===== config.mk =====
export PLATFORM = sky130hd
export DESIGN_NAME = rca_config_unit
export DESIGN_NICKNAME = d
export VERILOG_FILES = /design/src/rtl/rca_config_unit.sv
export SDC_FILE = /design/constraint.sdc
export NUM_CORES = 1
export LEC_CHECK = 0
export BUFFER_PORTS_ARGS = -buffer_cell sky130_fd_sc_hd__buf_4
export CORE_AREA = 3 3 248 250
export CTS_CLUSTER_SIZE = 14
export DETAILED_ROUTE_END_ITERATION = 12
export DIE_AREA = 0 0 251 253
export PLACE_DENSITY = 0.76
export REMOVE_ABC_BUFFERS = 1
export SETUP_SLACK_MARGIN = 0.3
export SYNTH_ARGS = -nofsm -noshare
export SYNTH_HDL_FRONTEND = slang
export SYNTH_SLANG_ARGS = --single-unit
export TNS_END_PERCENT = 5

===== constraint.sdc =====
create_clock -name clk -period 5.29 [get_ports clk]
set_clock_uncertainty 0.1 [all_clocks]
set_input_delay 0.2645 -clock clk [delete_from_list [all_inputs] [get_ports clk]]
set_output_delay 0.2645 -clock clk [all_outputs]
set_load 0.05 [all_outputs]

===== src/rtl/rca_config_unit.sv =====
// rca_config_unit: queued configuration front-end for a set of RCAs.
// Instructions are range-checked at accept, held in a small FIFO and applied
// to the configuration registers once their target RCA (or all RCAs for the
// shared grid/IO muxes) is idle. Illegal instructions are dropped with cfg_err.
module rca_config_unit #(
  parameter int NUM_RCAS        = 4,
  parameter int NUM_READ_PORTS  = 5,
  parameter int NUM_WRITE_PORTS = 5,
  parameter int NUM_GRID_MUXES  = 30,
  parameter int GRID_SEL_W      = 3,
  parameter int NUM_IO_UNITS    = 6,
  parameter int IO_SEL_W        = 4,
  parameter int QUEUE_DEPTH     = 4
) (
  input  logic                                       clk,
  input  logic                                       rst_n,
  input  logic                                       cfg_valid,
  output logic                                       cfg_ready,
  input  logic [2:0]                                 cfg_funct3,
  input  logic [6:0]                                 cfg_funct7,
  input  logic [31:0]                                cfg_rs1,
  input  logic [31:0]                                cfg_rs2,
  input  logic [NUM_RCAS-1:0]                        rca_busy,
  output logic [NUM_RCAS-1:0]                        cfg_pending,
  output logic                                       cfg_err,
  output logic [NUM_RCAS*NUM_READ_PORTS*5-1:0]       read_addr,
  output logic [NUM_RCAS*NUM_WRITE_PORTS*5-1:0]      wr_addr_fb,
  output logic [NUM_RCAS*NUM_WRITE_PORTS*5-1:0]      wr_addr_nfb,
  output logic [NUM_RCAS*NUM_WRITE_PORTS*$clog2(NUM_IO_UNITS+1)-1:0] res_sel_fb,
  output logic [NUM_RCAS*NUM_WRITE_PORTS*$clog2(NUM_IO_UNITS+1)-1:0] res_sel_nfb,
  output logic [NUM_GRID_MUXES*GRID_SEL_W-1:0]       grid_sel,
  output logic [NUM_IO_UNITS*IO_SEL_W-1:0]           io_sel,
  output logic [NUM_RCAS*NUM_READ_PORTS-1:0]         io_use
);

  localparam int PTR_W = $clog2(QUEUE_DEPTH);
  localparam int CNT_W = $clog2(QUEUE_DEPTH + 1);
  localparam int RS_W  = $clog2(NUM_IO_UNITS + 1);

  localparam logic [CNT_W-1:0] CNT_FULL   = CNT_W'(QUEUE_DEPTH);
  localparam logic [CNT_W-1:0] CNT_ZERO   = {CNT_W{1'b0}};
  localparam logic [PTR_W-1:0] PTR_ONE    = {{(PTR_W-1){1'b0}}, 1'b1};
  localparam logic [RS_W-1:0]  RES_UNUSED = RS_W'(NUM_IO_UNITS);
  localparam logic [31:0]      N_RCAS_U   = 32'(NUM_RCAS);
  localparam logic [31:0]      N_RP_U     = 32'(NUM_READ_PORTS);
  localparam logic [31:0]      N_WP_U     = 32'(NUM_WRITE_PORTS);
  localparam logic [31:0]      N_GRID_U   = 32'(NUM_GRID_MUXES);
  localparam logic [31:0]      N_IO_U     = 32'(NUM_IO_UNITS);

  // Queue storage and control
  logic [2:0]          q_f3_q  [QUEUE_DEPTH];
  logic [2:0]          q_f3_d  [QUEUE_DEPTH];
  logic [6:0]          q_f7_q  [QUEUE_DEPTH];
  logic [6:0]          q_f7_d  [QUEUE_DEPTH];
  logic [31:0]         q_rs1_q [QUEUE_DEPTH];
  logic [31:0]         q_rs1_d [QUEUE_DEPTH];
  logic [31:0]         q_rs2_q [QUEUE_DEPTH];
  logic [31:0]         q_rs2_d [QUEUE_DEPTH];
  logic [PTR_W-1:0]    wr_ptr_q, wr_ptr_d, rd_ptr_q, rd_ptr_d;
  logic [CNT_W-1:0]    count_q, count_d;
  logic                ready_q, ready_d;
  logic                err_q, err_d;
  logic [NUM_RCAS-1:0] pending_q, pending_d;

  // Configuration registers
  logic [4:0]                rd_addr_q [NUM_RCAS][NUM_READ_PORTS];
  logic [4:0]                rd_addr_d [NUM_RCAS][NUM_READ_PORTS];
  logic [4:0]                wa_fb_q   [NUM_RCAS][NUM_WRITE_PORTS];
  logic [4:0]                wa_fb_d   [NUM_RCAS][NUM_WRITE_PORTS];
  logic [4:0]                wa_nfb_q  [NUM_RCAS][NUM_WRITE_PORTS];
  logic [4:0]                wa_nfb_d  [NUM_RCAS][NUM_WRITE_PORTS];
  logic [RS_W-1:0]           rs_fb_q   [NUM_RCAS][NUM_WRITE_PORTS];
  logic [RS_W-1:0]           rs_fb_d   [NUM_RCAS][NUM_WRITE_PORTS];
  logic [RS_W-1:0]           rs_nfb_q  [NUM_RCAS][NUM_WRITE_PORTS];
  logic [RS_W-1:0]           rs_nfb_d  [NUM_RCAS][NUM_WRITE_PORTS];
  logic [GRID_SEL_W-1:0]     grid_q    [NUM_GRID_MUXES];
  logic [GRID_SEL_W-1:0]     grid_d    [NUM_GRID_MUXES];
  logic [IO_SEL_W-1:0]       io_sel_q  [NUM_IO_UNITS];
  logic [IO_SEL_W-1:0]       io_sel_d  [NUM_IO_UNITS];
  logic [NUM_READ_PORTS-1:0] io_use_q  [NUM_RCAS];
  logic [NUM_READ_PORTS-1:0] io_use_d  [NUM_RCAS];

  // Combinational helpers
  logic [31:0] in_f7_s, in_port_s;
  logic        in_rca_ok_s, legal_s, fire_s, enq_s;
  logic [2:0]  head_f3_s;
  logic [31:0] head_f7_s, head_rs1_s, head_rs2_s, head_port_s;
  logic        head_busy_s, head_ok_s, apply_s;
  logic        wr_rd_s, wr_wfb_s, wr_wnfb_s, wr_rsfb_s, wr_rsnfb_s;
  logic        wr_grid_s, wr_iosel_s, wr_iouse_s;
  logic        unused_s;

  // Upper operand bits beyond the widest field are carried but never consumed.
  assign unused_s = ^{head_rs1_s, head_rs2_s};

  // Classify the incoming instruction and range-check its target indices.
  always_comb begin
    in_f7_s     = {25'd0, cfg_funct7};
    in_port_s   = {29'd0, cfg_rs1[2:0]};
    in_rca_ok_s = (in_f7_s < N_RCAS_U);
    legal_s     = 1'b0;
    case (cfg_funct3)
      3'b001:  legal_s = in_rca_ok_s &&
                         (cfg_rs1[3] ? (in_port_s < N_WP_U) : (in_port_s < N_RP_U));
      3'b010:  legal_s = (cfg_rs1 < N_GRID_U);
      3'b011:  legal_s = (cfg_rs1 < N_IO_U);
      3'b100:  legal_s = in_rca_ok_s && (in_port_s < N_WP_U);
      3'b101:  legal_s = in_rca_ok_s;
      default: legal_s = 1'b0;
    endcase
  end

  // Decide whether the head entry may apply this edge (busy gating, no reordering).
  always_comb begin
    head_f3_s   = q_f3_q[rd_ptr_q];
    head_f7_s   = {25'd0, q_f7_q[rd_ptr_q]};
    head_rs1_s  = q_rs1_q[rd_ptr_q];
    head_rs2_s  = q_rs2_q[rd_ptr_q];
    head_port_s = {29'd0, head_rs1_s[2:0]};
    head_busy_s = 1'b0;
    for (int r = 0; r < NUM_RCAS; r++) begin
      head_busy_s = head_busy_s | ((head_f7_s == 32'(r)) & rca_busy[r]);
    end
    case (head_f3_s)
      3'b001, 3'b100, 3'b101: head_ok_s = ~head_busy_s;
      3'b010, 3'b011:         head_ok_s = ~|rca_busy;
      default:                head_ok_s = 1'b1;
    endcase
    apply_s = (count_q != CNT_ZERO) && head_ok_s;
  end

  // Next queue state: enqueue, dequeue, occupancy, handshake and pending map.
  always_comb begin
    fire_s   = cfg_valid & ready_q;
    enq_s    = fire_s & legal_s;
    err_d    = fire_s & ~legal_s;
    count_d  = count_q + {{(CNT_W-1){1'b0}}, enq_s} - {{(CNT_W-1){1'b0}}, apply_s};
    wr_ptr_d = enq_s   ? (wr_ptr_q + PTR_ONE) : wr_ptr_q;
    rd_ptr_d = apply_s ? (rd_ptr_q + PTR_ONE) : rd_ptr_q;
    ready_d  = (count_d != CNT_FULL);
    for (int k = 0; k < QUEUE_DEPTH; k++) begin
      q_f3_d[k]  = (enq_s && (wr_ptr_q == PTR_W'(k))) ? cfg_funct3 : q_f3_q[k];
      q_f7_d[k]  = (enq_s && (wr_ptr_q == PTR_W'(k))) ? cfg_funct7 : q_f7_q[k];
      q_rs1_d[k] = (enq_s && (wr_ptr_q == PTR_W'(k))) ? cfg_rs1    : q_rs1_q[k];
      q_rs2_d[k] = (enq_s && (wr_ptr_q == PTR_W'(k))) ? cfg_rs2    : q_rs2_q[k];
    end
    pending_d = {NUM_RCAS{1'b0}};
    for (int k = 0; k < QUEUE_DEPTH; k++) begin
      logic [PTR_W-1:0] slot;
      logic             live, all_rcas, one_rca;
      slot     = rd_ptr_d + PTR_W'(k);
      live     = (CNT_W'(k) < count_d);
      all_rcas = live && ((q_f3_d[slot] == 3'b010) || (q_f3_d[slot] == 3'b011));
      one_rca  = live && ((q_f3_d[slot] == 3'b001) || (q_f3_d[slot] == 3'b100) ||
                          (q_f3_d[slot] == 3'b101));
      for (int r = 0; r < NUM_RCAS; r++) begin
        pending_d[r] = pending_d[r] | all_rcas | (one_rca & (q_f7_d[slot] == 7'(r)));
      end
    end
  end

  // Apply the head entry to the addressed configuration field.
  always_comb begin
    wr_rd_s    = apply_s && (head_f3_s == 3'b001) && !head_rs1_s[3];
    wr_wfb_s   = apply_s && (head_f3_s == 3'b001) &&  head_rs1_s[3] &&  head_rs1_s[4];
    wr_wnfb_s  = apply_s && (head_f3_s == 3'b001) &&  head_rs1_s[3] && !head_rs1_s[4];
    wr_rsfb_s  = apply_s && (head_f3_s == 3'b100) &&  head_rs1_s[3];
    wr_rsnfb_s = apply_s && (head_f3_s == 3'b100) && !head_rs1_s[3];
    wr_grid_s  = apply_s && (head_f3_s == 3'b010);
    wr_iosel_s = apply_s && (head_f3_s == 3'b011);
    wr_iouse_s = apply_s && (head_f3_s == 3'b101);
    for (int r = 0; r < NUM_RCAS; r++) begin
      logic hit;
      hit = (head_f7_s == 32'(r));
      for (int p = 0; p < NUM_READ_PORTS; p++) begin
        rd_addr_d[r][p] = (wr_rd_s && hit && (head_port_s == 32'(p))) ?
                          head_rs2_s[4:0] : rd_addr_q[r][p];
      end
      for (int p = 0; p < NUM_WRITE_PORTS; p++) begin
        wa_fb_d[r][p]  = (wr_wfb_s && hit && (head_port_s == 32'(p))) ?
                         head_rs2_s[4:0] : wa_fb_q[r][p];
        wa_nfb_d[r][p] = (wr_wnfb_s && hit && (head_port_s == 32'(p))) ?
                         head_rs2_s[4:0] : wa_nfb_q[r][p];
        rs_fb_d[r][p]  = (wr_rsfb_s && hit && (head_port_s == 32'(p))) ?
                         head_rs2_s[RS_W-1:0] : rs_fb_q[r][p];
        rs_nfb_d[r][p] = (wr_rsnfb_s && hit && (head_port_s == 32'(p))) ?
                         head_rs2_s[RS_W-1:0] : rs_nfb_q[r][p];
      end
      io_use_d[r] = (wr_iouse_s && hit) ? head_rs1_s[NUM_READ_PORTS-1:0] : io_use_q[r];
    end
    for (int g = 0; g < NUM_GRID_MUXES; g++) begin
      grid_d[g] = (wr_grid_s && (head_rs1_s == 32'(g))) ?
                  head_rs2_s[GRID_SEL_W-1:0] : grid_q[g];
    end
    for (int i = 0; i < NUM_IO_UNITS; i++) begin
      io_sel_d[i] = (wr_iosel_s && (head_rs1_s == 32'(i))) ?
                    head_rs2_s[IO_SEL_W-1:0] : io_sel_q[i];
    end
  end

  // Queue registers; reset discards every queued entry.
  always_ff @(posedge clk or negedge rst_n) begin
    if (!rst_n) begin
      wr_ptr_q  <= {PTR_W{1'b0}};
      rd_ptr_q  <= {PTR_W{1'b0}};
      count_q   <= CNT_ZERO;
      ready_q   <= 1'b1;
      err_q     <= 1'b0;
      pending_q <= {NUM_RCAS{1'b0}};
      for (int k = 0; k < QUEUE_DEPTH; k++) begin
        q_f3_q[k]  <= 3'd0;
        q_f7_q[k]  <= 7'd0;
        q_rs1_q[k] <= 32'd0;
        q_rs2_q[k] <= 32'd0;
      end
    end else begin
      wr_ptr_q  <= wr_ptr_d;
      rd_ptr_q  <= rd_ptr_d;
      count_q   <= count_d;
      ready_q   <= ready_d;
      err_q     <= err_d;
      pending_q <= pending_d;
      for (int k = 0; k < QUEUE_DEPTH; k++) begin
        q_f3_q[k]  <= q_f3_d[k];
        q_f7_q[k]  <= q_f7_d[k];
        q_rs1_q[k] <= q_rs1_d[k];
        q_rs2_q[k] <= q_rs2_d[k];
      end
    end
  end

  // Configuration registers; reset returns every field to its unused value.
  always_ff @(posedge clk or negedge rst_n) begin
    if (!rst_n) begin
      for (int r = 0; r < NUM_RCAS; r++) begin
        for (int p = 0; p < NUM_READ_PORTS; p++) rd_addr_q[r][p] <= 5'd0;
        for (int p = 0; p < NUM_WRITE_PORTS; p++) begin
          wa_fb_q[r][p]  <= 5'd0;
          wa_nfb_q[r][p] <= 5'd0;
          rs_fb_q[r][p]  <= RES_UNUSED;
          rs_nfb_q[r][p] <= RES_UNUSED;
        end
        io_use_q[r] <= {NUM_READ_PORTS{1'b0}};
      end
      for (int g = 0; g < NUM_GRID_MUXES; g++) grid_q[g] <= {GRID_SEL_W{1'b0}};
      for (int i = 0; i < NUM_IO_UNITS; i++) io_sel_q[i] <= {IO_SEL_W{1'b0}};
    end else begin
      for (int r = 0; r < NUM_RCAS; r++) begin
        for (int p = 0; p < NUM_READ_PORTS; p++) rd_addr_q[r][p] <= rd_addr_d[r][p];
        for (int p = 0; p < NUM_WRITE_PORTS; p++) begin
          wa_fb_q[r][p]  <= wa_fb_d[r][p];
          wa_nfb_q[r][p] <= wa_nfb_d[r][p];
          rs_fb_q[r][p]  <= rs_fb_d[r][p];
          rs_nfb_q[r][p] <= rs_nfb_d[r][p];
        end
        io_use_q[r] <= io_use_d[r];
      end
      for (int g = 0; g < NUM_GRID_MUXES; g++) grid_q[g] <= grid_d[g];
      for (int i = 0; i < NUM_IO_UNITS; i++) io_sel_q[i] <= io_sel_d[i];
    end
  end

  assign cfg_ready   = ready_q;
  assign cfg_err     = err_q;
  assign cfg_pending = pending_q;

  for (genvar r = 0; r < NUM_RCAS; r++) begin : g_rca
    for (genvar p = 0; p < NUM_READ_PORTS; p++) begin : g_rp
      assign read_addr[(r*NUM_READ_PORTS+p)*5 +: 5] = rd_addr_q[r][p];
    end
    for (genvar p = 0; p < NUM_WRITE_PORTS; p++) begin : g_wp
      assign wr_addr_fb [(r*NUM_WRITE_PORTS+p)*5 +: 5]       = wa_fb_q[r][p];
      assign wr_addr_nfb[(r*NUM_WRITE_PORTS+p)*5 +: 5]       = wa_nfb_q[r][p];
      assign res_sel_fb [(r*NUM_WRITE_PORTS+p)*RS_W +: RS_W] = rs_fb_q[r][p];
      assign res_sel_nfb[(r*NUM_WRITE_PORTS+p)*RS_W +: RS_W] = rs_nfb_q[r][p];
    end
    assign io_use[r*NUM_READ_PORTS +: NUM_READ_PORTS] = io_use_q[r];
  end

  for (genvar g = 0; g < NUM_GRID_MUXES; g++) begin : g_grid
    assign grid_sel[g*GRID_SEL_W +: GRID_SEL_W] = grid_q[g];
  end

  for (genvar i = 0; i < NUM_IO_UNITS; i++) begin : g_io
    assign io_sel[i*IO_SEL_W +: IO_SEL_W] = io_sel_q[i];
  end

endmodule


==> impl_metrics.py <==
metrics = {
    "placement": {
        "place_hpwl_um": 70700,
        "dpl_cell_area_sq_mm": 0.0363,
        "dp_slack_ps": 342,
        "place_congestion": 0.933,
        "io_buffers": 613,
        "placed_cells": 4167,
    },
    "sta": {
        "hold_viol": 0,
        "holdWs_ps": 161,
        "setup_viol": 0,
        "maxSlewHeadroom_pct": 23.3,
        "fin_ws_ps": 569,
        "rsz0062_at_grt": "false",
        "tightest_slew_ps": 1150,
        "fmax_ghz": 0.212,
        "period_share_pct": 89.3,
        "post-route-min-period_ps": 4720,
        "drv_slew": 0,
        "tns_ps": 0,
    },
    "synthesis": {
        "synth_edf_count": 0,
        "synth_mux_area_share_pct": 10.6,
        "synth_top_family_by_area": "simple AND/OR/NAND/NOR gates",
        "synth_top_area_share_pct": 55.0,
        "ys_ff_latch": 755,
        "yosysMostFrequentCell": "nand2_1",
        "ys.flop_type": "dfrtp_1",
        "synth_area_leaders": "dfrtp_1, nand2_1, mux2_2, dfstp_2, o21ai_0",
        "synthCells": 2857,
        "netlist_top_cells_count": "nand2_1, dfrtp_1, o21ai_0",
        "yosysTopAreaCell": "dfrtp_1",
        "synth_fa_ha_area_share_pct": 0.310,
        "yosysSeqAreaShare_pct": 61.9,
        "synthArstFlopShare_pct": 100,
        "netlist_area_sq_mm": 0.0307,
        "synth_compound_area_share_pct": 8.90,
        "synthXorXnorAreaFrac_pct": 0.318,
        "avgSynthCellArea_sq_um": 10.7,
        "yosysWarnings": 0,
        "yosys.area_share.simple_pct": 16.2,
        "synth_cell_type_count": 78,
    },
    "clock_tree": {
        "numCtsBuffers": 78,
        "cts_tree": "yes",
        "htreeDepth": 3,
        "clock_latency_ps": 620,
        "clock_sinks": 755,
        "cts_max_path_buffers": 3,
        "cts.clk_slew.worst_paths_ps": 60,
        "root_buffer": "clkbuf_16",
    },
    "drt": {
        "routed_wl_um": 101000,
        "dr.pass1.iters": 6,
        "wl_per_cell_um": 23.1,
        "drt_iter0_drc": 1780,
        "drt.antenna.violating_nets": 0,
        "viasPerCell": 5.63,
        "vias": 24500,
        "post-route-drc-count": 0,
    },
    "critical_path": {
        "critPathKind": "flop to flop",
        "cp-end-kind": "flop",
        "crit_fanout": 8,
        "startpoint_type": "flop",
        "crit_required_ps": 5660,
        "cp.arrival_ps": 5090,
    },
    "finish": {
        "final_cell_count_no_fill": 4357,
        "diodes": 0,
        "synthToLayoutAreaGrowth_pct": 28.2,
        "drive_above_1_share_pct": 32.4,
        "nets": 3612,
        "final_area_sq_mm": 0.0394,
        "post-route-util_pct": 66.4,
    },
    "power": {
        "power_frac_clock_pct": 37.8,
        "power.density_mw_per_mm2": 367,
        "finalPower_mw": 14.4,
        "internal_power_mw": 9.87,
        "swShare_pct": 31.7,
        "peakVddDrop_uv": 314,
        "comb_power_share_pct": 20.7,
        "pwr-share-seq_pct": 41.6,
        "p_sw_mw": 4.58,
        "power.leakage_nw": 19.7,
    },
    "grt": {
        "overflow": 0,
        "grt_use_total_pct": 31.3,
        "grt_pass1_wl_um": 151000,
        "antenna_found_initial": 2,
        "grt_max_degree": 145,
        "first_global_vias": 24200,
    },
    "floorplan": {
        "dieWidth_um": 251,
        "design.core.area_sq_mm": 0.0592,
        "fp.dieH_um": 253,
        "fp.dieArea_sq_mm": 0.0635,
        "io_pins": 641,
        "fp-row-count": 89,
        "start_util_pct": 51.8,
    },
    "worst_hold_path": {
        "min_path_type": "input port to flop",
    },
    "run": {
        "drv_cap": 0,
    },
    "run_status": {
        "status": "completed",
    },
}
[state kept, by name (all words and copies together) (netlist names)]
name         flops
wr_addr_nfb    100
q_rs1_q        128
io_sel          24
wr_ptr_q         2
read_addr      100
q_f3_q          12
cfg_err          1
grid_sel        90
io_use          20
cfg_pending      4
res_sel_nfb     60
res_sel_fb      60
q_f7_q          28
q_rs2_q         20
cfg_ready        1
count_q          3
rd_ptr_q         2
wr_addr_fb     100
[path summary, 6_finish.rpt]
| kind | startpoint | to | slack (ps) | cells past startpoint |
|---|---|---|---|---|
| min in group asynchronous | rst_n | wr_addr_nfb[61] | 210 | 2 |
| max in group asynchronous | rst_n | rd_ptr_q[0] | 3560 | 3 |
| worst min-delay path | cfg_funct3[1] | q_f3_q[10] | 160 | 3 |
| worst min register to register | q_rs1_q[30] | q_rs1_q[30] | 360 | 2 |
| worst max-delay path | rd_ptr_q[0] | cfg_pending[1] | 570 | 17 |
| worst max register to register | rd_ptr_q[0] | cfg_pending[1] | 570 | 17 |
[kinds of logic after synthesis]
group                      count (synthesis)
and+or+nand+nor                         1181
DFF                                      755
AOI/OAI and AO/OA                        492
muxes                                    275
buffers and inverters                    141
adders and majority gates                  7
xor gates and xnor gates                   6
[worst max-delay path, stage by stage (launching register included)]
cell and delay (ps):
dfrtp_2 520, mux4_2 620, or3b_4 440, nand2_2 120, a31oi_1 80, ha_1 300
inv_1 50, ha_1 120, inv_1 40, fa_1 370, xnor2_1 250, xor2_2 260
inv_2 120, nor3_1 220, o22ai_1 160, nor2_4 140, o211ai_1 100, or4_1 550
[cell usage in the layout (no fill, tap or decap), drive strengths merged, types with 10 or more instances in the layout]
master         n
dfrtp        674
a21oi         21
clkbuf       104
inv           23
clkinv        24
nor2          58
nand3         33
dlygate4sd3   48
nand2        906
dfstp         81
and3          10
mux4          14
nand4         15
and2          32
buf          660
o21ai        404
nor4          33
nor3          36
mux2i         26
mux2         235
[final cells by class]
class                   instances  area, sq um
clock buffers                 104         2160
clock inverters                36          379
fillers                      4461        19900
inverters                      20         75.1
multi-input cells            1961        11300
flip-flops and latches        755        19000
well taps                     773          967
repair buffers                708         5520
[power groups by stage]
| stage | Clock (mW) | Sequential (mW) | Combinational, mW |
|---|---|---|---|
| final | 5.45 | 6.01 | 2.98 |
| after global routing | 5.78 | 6.02 | 3.18 |
| after CTS | 5.53 | 6.00 | 2.93 |
| after detailed placement | 0 | 6.10 | 2.90 |
| after global placement | 0 | 6.10 | 2.87 |
| after floorplan | 0 | 6.30 | 1.37 |
[metal layers]
layer	wire, um	GRT usage (%)
met5	0	0
met4	6370	16.5
met3	7710	7.23
met2	48900	52.5
met1	37800	38.2
[what timing repair did]
item                       4_1_cts  5_1_grt
hold endpoints to repair       274        0
setup endpoints to repair        0        2
buffers inserted                 0        2
hold buffers                    48        0
resized for setup                0        6
(Power assumes the default switching activity.)
